--- src/rtl/mult_operand_dispatcher.sv ---
// Operand FIFO and control sequencer in front of a sequential multiplier: issues one start per
// operand pair, collects the product onto a valid/ready port and aborts a stalled operation.
module mult_operand_dispatcher #(
  parameter int unsigned WIDTH   = 5,
  parameter int unsigned DEPTH   = 4,
  parameter int unsigned TIMEOUT = 63
) (
  input  logic                       clk,
  input  logic                       rst,
  input  logic                       in_valid,
  output logic                       in_ready,
  input  logic [WIDTH-1:0]           in_x,
  input  logic [WIDTH-1:0]           in_y,
  output logic [WIDTH-1:0]           mul_x,
  output logic [WIDTH-1:0]           mul_y,
  output logic                       mul_start,
  input  logic                       mul_done,
  input  logic [2*WIDTH-1:0]         mul_result,
  output logic                       out_valid,
  input  logic                       out_ready,
  output logic [2*WIDTH-1:0]         out_result,
  output logic                       out_err,
  output logic                       busy,
  output logic [$clog2(DEPTH):0]     count
);

  localparam int unsigned PtrW = $clog2(DEPTH);
  localparam int unsigned WdW  = $clog2(TIMEOUT + 1);
  localparam logic [PtrW:0]  CntFull = (PtrW + 1)'(DEPTH);
  localparam logic [WdW-1:0] WdLast  = WdW'(TIMEOUT - 1);

  typedef enum logic [2:0] {StIdle, StIssue, StDrop, StWait, StHold} state_e;

  state_e state_q, state_d;

  logic [WIDTH-1:0]   mem_x [DEPTH];
  logic [WIDTH-1:0]   mem_y [DEPTH];
  logic [PtrW-1:0]    wr_ptr_q, rd_ptr_q;
  logic [PtrW:0]      count_q, count_d;
  logic [WdW-1:0]     wd_q, wd_d;
  logic [WIDTH-1:0]   mul_x_q, mul_y_q;
  logic [2*WIDTH-1:0] out_result_q;
  logic               out_valid_q, out_err_q;
  logic               push, pop, capture, abort, clr_valid, wd_hit;

  // Full blocks pushes even when a pop happens in the same cycle.
  assign in_ready = (count_q != CntFull);
  assign push     = in_valid & in_ready;

  always_comb begin
    count_d = count_q;
    unique case ({push, pop})
      2'b10:   count_d = count_q + 1'b1;
      2'b01:   count_d = count_q - 1'b1;
      default: count_d = count_q;
    endcase
  end

  // State register
  always_ff @(posedge clk or posedge rst) begin
    if (rst) begin
      state_q <= StIdle;
    end else begin
      state_q <= state_d;
    end
  end

  // Next-state and datapath control
  always_comb begin
    state_d   = state_q;
    wd_d      = wd_q;
    pop       = 1'b0;
    capture   = 1'b0;
    abort     = 1'b0;
    clr_valid = 1'b0;
    wd_hit    = (wd_q == WdLast);
    unique case (state_q)
      StIdle: begin
        if (count_q != '0) begin
          pop     = 1'b1;
          state_d = StIssue;
        end
      end
      StIssue: begin
        wd_d    = '0;
        state_d = StDrop;
      end
      StDrop: begin
        // A Done left high by the previous operation must fall before a new one counts.
        wd_d = wd_q + 1'b1;
        if (wd_hit) begin
          abort   = 1'b1;
          state_d = StHold;
        end else if (!mul_done) begin
          state_d = StWait;
        end
      end
      StWait: begin
        wd_d = wd_q + 1'b1;
        if (mul_done) begin
          capture = 1'b1;
          state_d = StHold;
        end else if (wd_hit) begin
          abort   = 1'b1;
          state_d = StHold;
        end
      end
      StHold: begin
        if (out_ready) begin
          clr_valid = 1'b1;
          if (count_q != '0) begin
            pop     = 1'b1;
            state_d = StIssue;
          end else begin
            state_d = StIdle;
          end
        end
      end
      default: state_d = StIdle;
    endcase
  end

  // Outputs decoded from the registered state
  always_comb begin
    mul_start = (state_q == StIssue);
    busy      = (state_q != StIdle);
  end

  always_ff @(posedge clk) begin
    if (push) begin
      mem_x[wr_ptr_q] <= in_x;
      mem_y[wr_ptr_q] <= in_y;
    end
  end

  always_ff @(posedge clk or posedge rst) begin
    if (rst) begin
      wr_ptr_q     <= '0;
      rd_ptr_q     <= '0;
      count_q      <= '0;
      wd_q         <= '0;
      mul_x_q      <= '0;
      mul_y_q      <= '0;
      out_result_q <= '0;
      out_valid_q  <= 1'b0;
      out_err_q    <= 1'b0;
    end else begin
      count_q <= count_d;
      wd_q    <= wd_d;
      if (push) begin
        wr_ptr_q <= wr_ptr_q + 1'b1;
      end
      if (pop) begin
        mul_x_q  <= mem_x[rd_ptr_q];
        mul_y_q  <= mem_y[rd_ptr_q];
        rd_ptr_q <= rd_ptr_q + 1'b1;
      end
      if (capture) begin
        out_result_q <= mul_result;
        out_err_q    <= 1'b0;
        out_valid_q  <= 1'b1;
      end else if (abort) begin
        out_result_q <= '0;
        out_err_q    <= 1'b1;
        out_valid_q  <= 1'b1;
      end else if (clr_valid) begin
        out_valid_q <= 1'b0;
      end
    end
  end

  assign mul_x      = mul_x_q;
  assign mul_y      = mul_y_q;
  assign out_valid  = out_valid_q;
  assign out_result = out_result_q;
  assign out_err    = out_err_q;
  assign count      = count_q;

endmodule
--- config.mk ---
export PLATFORM = sky130hd
export DESIGN_NAME = mult_operand_dispatcher
export DESIGN_NICKNAME = d
export VERILOG_FILES = /design/src/rtl/mult_operand_dispatcher.sv
export SDC_FILE = /design/constraint.sdc
export NUM_CORES = 1
export LEC_CHECK = 0
export BUFFER_PORTS_ARGS = -buffer_cell sky130_fd_sc_hd__buf_2
export CAP_MARGIN = 20
export CORE_MARGIN = 4
export CORE_UTILIZATION = 42
export DETAILED_ROUTE_END_ITERATION = 16
export RECOVER_POWER = 25
export SETUP_SLACK_MARGIN = 0.15
export SLEW_MARGIN = 20
export SYNTH_ARGS = -nofsm -noshare
export SYNTH_HDL_FRONTEND = slang
export SYNTH_SLANG_ARGS = --single-unit
--- constraint.sdc ---
create_clock -name clk -period 2.9 [get_ports clk]
set_clock_uncertainty 0.1 [all_clocks]
set_input_delay 0.145 -clock clk [delete_from_list [all_inputs] [get_ports clk]]
set_output_delay 0.145 -clock clk [all_outputs]
set_load 0.03 [all_outputs]
==> impl_metrics.env <==
export IMPL_routed_wl_mm=6.18
export IMPL_antenna_found_initial=0
export IMPL_nFillCells=608
export IMPL_seqPwrFrac=0.417
export IMPL_status="completed"
export IMPL_numCtsBuffers=9
export IMPL_yosysTopAreaCell="edfxtp_1"
export IMPL_ys_top_cells_by_count="edfxtp_1, dfrtp_1, nand2_1, o21ai_0, inv_1"
export IMPL_detail_route_antenna_nets=0
export IMPL_setup_viol=0
export IMPL_syn_num_nets=246
export IMPL_r2r_cells=9
export IMPL_clk_pin_slew_ns=0.07
export IMPL_synth_top_cell_area_share=0.367
export IMPL_power_frac_comb=0.385
export IMPL_p_leak_nw=1.66
export IMPL_clockRootBuffer="clkbuf_8"
export IMPL_dpl_worst_slack_ns=0.571
export IMPL_synth_async_reset_ratio=0.487
export IMPL_grt_pass1_wl_mm=9.89
export IMPL_clock_sinks=78
export IMPL_routedWlPerCell_um=15.6
export IMPL_start_util=0.442
export IMPL_regArea_um2=2150
export IMPL_synth_edff_count=40
export IMPL_vias=1973
export IMPL_setup_ws_ns=0.549
export IMPL_ys_ff_latch=78
export IMPL_synthTopCellsByArea="edfxtp_1, dfrtp_1, mux4_2"
export IMPL_die_h_um=96.3
export IMPL_syn_cell_area_um2=3270
export IMPL_final_area_um2=4050
export IMPL_core_um2=7410
export IMPL_power_density_nw_per_um2=1080
export IMPL_cts_setup_buffers=0
export IMPL_ys_seq_area_frac=0.657
export IMPL_die_area_um2=9270
export IMPL_hpwl_mm=3.87
export IMPL_crit_fanout=6
export IMPL_synth_flop_cell="edfxtp_1"
export IMPL_drc=0
export IMPL_synth_area_per_cell_um2=15.4
export IMPL_htreeDepth=3
export IMPL_vias_per_cell=4.99
export IMPL_max_slew_margin=0.360
export IMPL_whs_ns=0.0789
export IMPL_hold_path_depth=3
export IMPL_diodes=0
export IMPL_p_int_mw=2.77
export IMPL_drt_pre_antenna_iters=4
export IMPL_hold_path_class="primary input to flip-flop"
export IMPL_portBuffers=52
export IMPL_synth_cell_type_count=43
export IMPL_ctsHoldBuffers=23
export IMPL_crit_reg2reg_launch="count[0]"
export IMPL_tightest_slew_ns=0.960
export IMPL_p_sw_frac=0.368
export IMPL_tritoncts="yes"
export IMPL_fmax_mhz=425
export IMPL_grt_max_degree=39
export IMPL_fin_crit_ns=2.35
export IMPL_clk_latency_ns=0.34
export IMPL_synth_most_common_cell="edfxtp_1"
export IMPL_rsz0062_at_grt="false"
export IMPL_cts_repair_resized=0
export IMPL_cap_violations=0
export IMPL_critPathCaptureType="flip-flop"
export IMPL_worstPathArrival_ns=2.52
export IMPL_critical_path_required_ns=3.07
export IMPL_placed_area_um2=3620
export IMPL_slew_violations=0
export IMPL_row_count=31
export IMPL_drt_iter0_drc=62
export IMPL_multiInputGateArea_um2=1030
export IMPL_r2r_end="count[2]"
export IMPL_globalplace_congestion=0.773
export IMPL_nNetsFinal=324
export IMPL_worstHoldStart="in_valid"
export IMPL_area_delta_synth_final_pct=23.8
export IMPL_track_usage=0.145
export IMPL_layout_drive_gt1_share=0.297
export IMPL_start_kind="flip-flop"
export IMPL_clk_path_buf_depth=2
export IMPL_clkPwrFrac=0.198
export IMPL_min_to="wr_ptr_q[0]"
export IMPL_peakVddDrop_mv=0.543
export IMPL_io_pins=53
export IMPL_fin_crit_sh=0.811
export IMPL_die_w_um=96.3
export IMPL_syn_instance_count=213
export IMPL_ys_warnings_count=0
export IMPL_final_hold_violation_count=0
export IMPL_r2r_slack_ns=0.55
export IMPL_critical_path_class="flip-flop to flip-flop"
export IMPL_p_sw_mw=1.61
export IMPL_first_global_vias=1960
export IMPL_grt_overflow=0
export IMPL_tns_ns=0
-- metal layers --
metal | vias up | track usage | wire length, um
met4 | 0 | 0.0666 | 104
met1 | 985 | 0.197 | 2750
met5 | - | 0 | 0
met2 | 30 | 0.224 | 3120
li1 | 950 | - | -
met3 | 8 | 0.0321 | 205
-- power by group through the flow --
stage          Clock, mW  Combinational (mW)  Sequential [mW]
6_report           0.867                1.69             1.83
4_1_cts            0.898                1.72             1.83
3_5_place_dp           0                1.68             1.85
5_1_grt            0.941                1.85             1.88
3_3_place_gp           0                1.68             1.84
2_1_floorplan          0                1.09             2.02
-- metrics by stage --
step	std cells	utilization	power (mW)
floorplan	213	-	3.11
global placement	356	0.489	3.52
detailed placement	356	0.489	3.53
CTS	395	0.549	4.45
global route	395	0.547	4.67
finish	395	0.547	4.38
-- state kept, by name, summed over array words and instances, names as in the netlist --
register,count
rd_ptr_q,2
count,3
out_valid,1
mem_y,20
out_result,10
mem_x,20
mul_y,5
state_q,3
wr_ptr_q,2
mul_x,5
out_err,1
wd_q,6
-- cell usage in the layout (no fill, tap or decap), types with 2 or more instances in the layout --
master	Yosys	final
a22o_1	2	2
a22oi_1	10	10
and3_1	4	4
buf_2	3	42
bufinv_16	0	2
clkbuf_1	6	11
clkbuf_8	0	9
clkinv_4	0	2
dfrtp_1	38	38
dlygate4sd3_1	0	23
edfxtp_1	40	40
ha_1	7	7
inv_1	11	11
mux2_2	4	4
mux2_4	9	9
mux4_2	10	10
nand2_1	15	15
nand3_1	2	2
nand4_1	2	2
nor2_1	5	5
o21ai_0	14	14
o31ai_1	2	2
xnor2_1	4	4
xor2_1	2	2
-- how the worst max path moves through the flow --
stage             start  endpoint  slack (ns)
2_1_floorplan  count[0]  count[2]        0.37
6_report       count[0]  count[2]        0.55
3_5_place_dp   count[0]  count[2]        0.57
4_1_cts        count[0]  count[2]        0.54
5_1_grt        count[0]  count[2]        0.42
3_3_place_gp   count[0]  count[2]        0.62
-- area by class of cell --
class | count | share of cell area
clock inverters | 6 | 0.0213
repair buffers | 77 | 0.121
clock buffers | 10 | 0.0315
multi-input cells | 113 | 0.254
flip-flops and latches | 78 | 0.531
inverters | 12 | 0.0111
well taps | 99 | 0.0306
-- critical path: stages, from the launching register on --
cell and delay (ns):
dfrtp_1 0.43, or3b_1 0.47, and2_4 0.21, inv_1 0.05, ha_1 0.17, inv_1 0.06, fa_1 0.37, xor2_1 0.15
nor2_1 0.12, xor2_1 0.16
-- cell families after synthesis --
logic type	after synthesis	synth area share
adder cells (fa/ha/maj)	8	0.0329
multiplexers	24	0.127
AO/OA/AOI/OAI	37	0.0753
AND/OR/NAND/NOR	38	0.0630
buffers and inverters	22	0.0287
flip-flops	78	0.657
XOR/XNOR	6	0.0160
(Power assumes the default switching activity.)
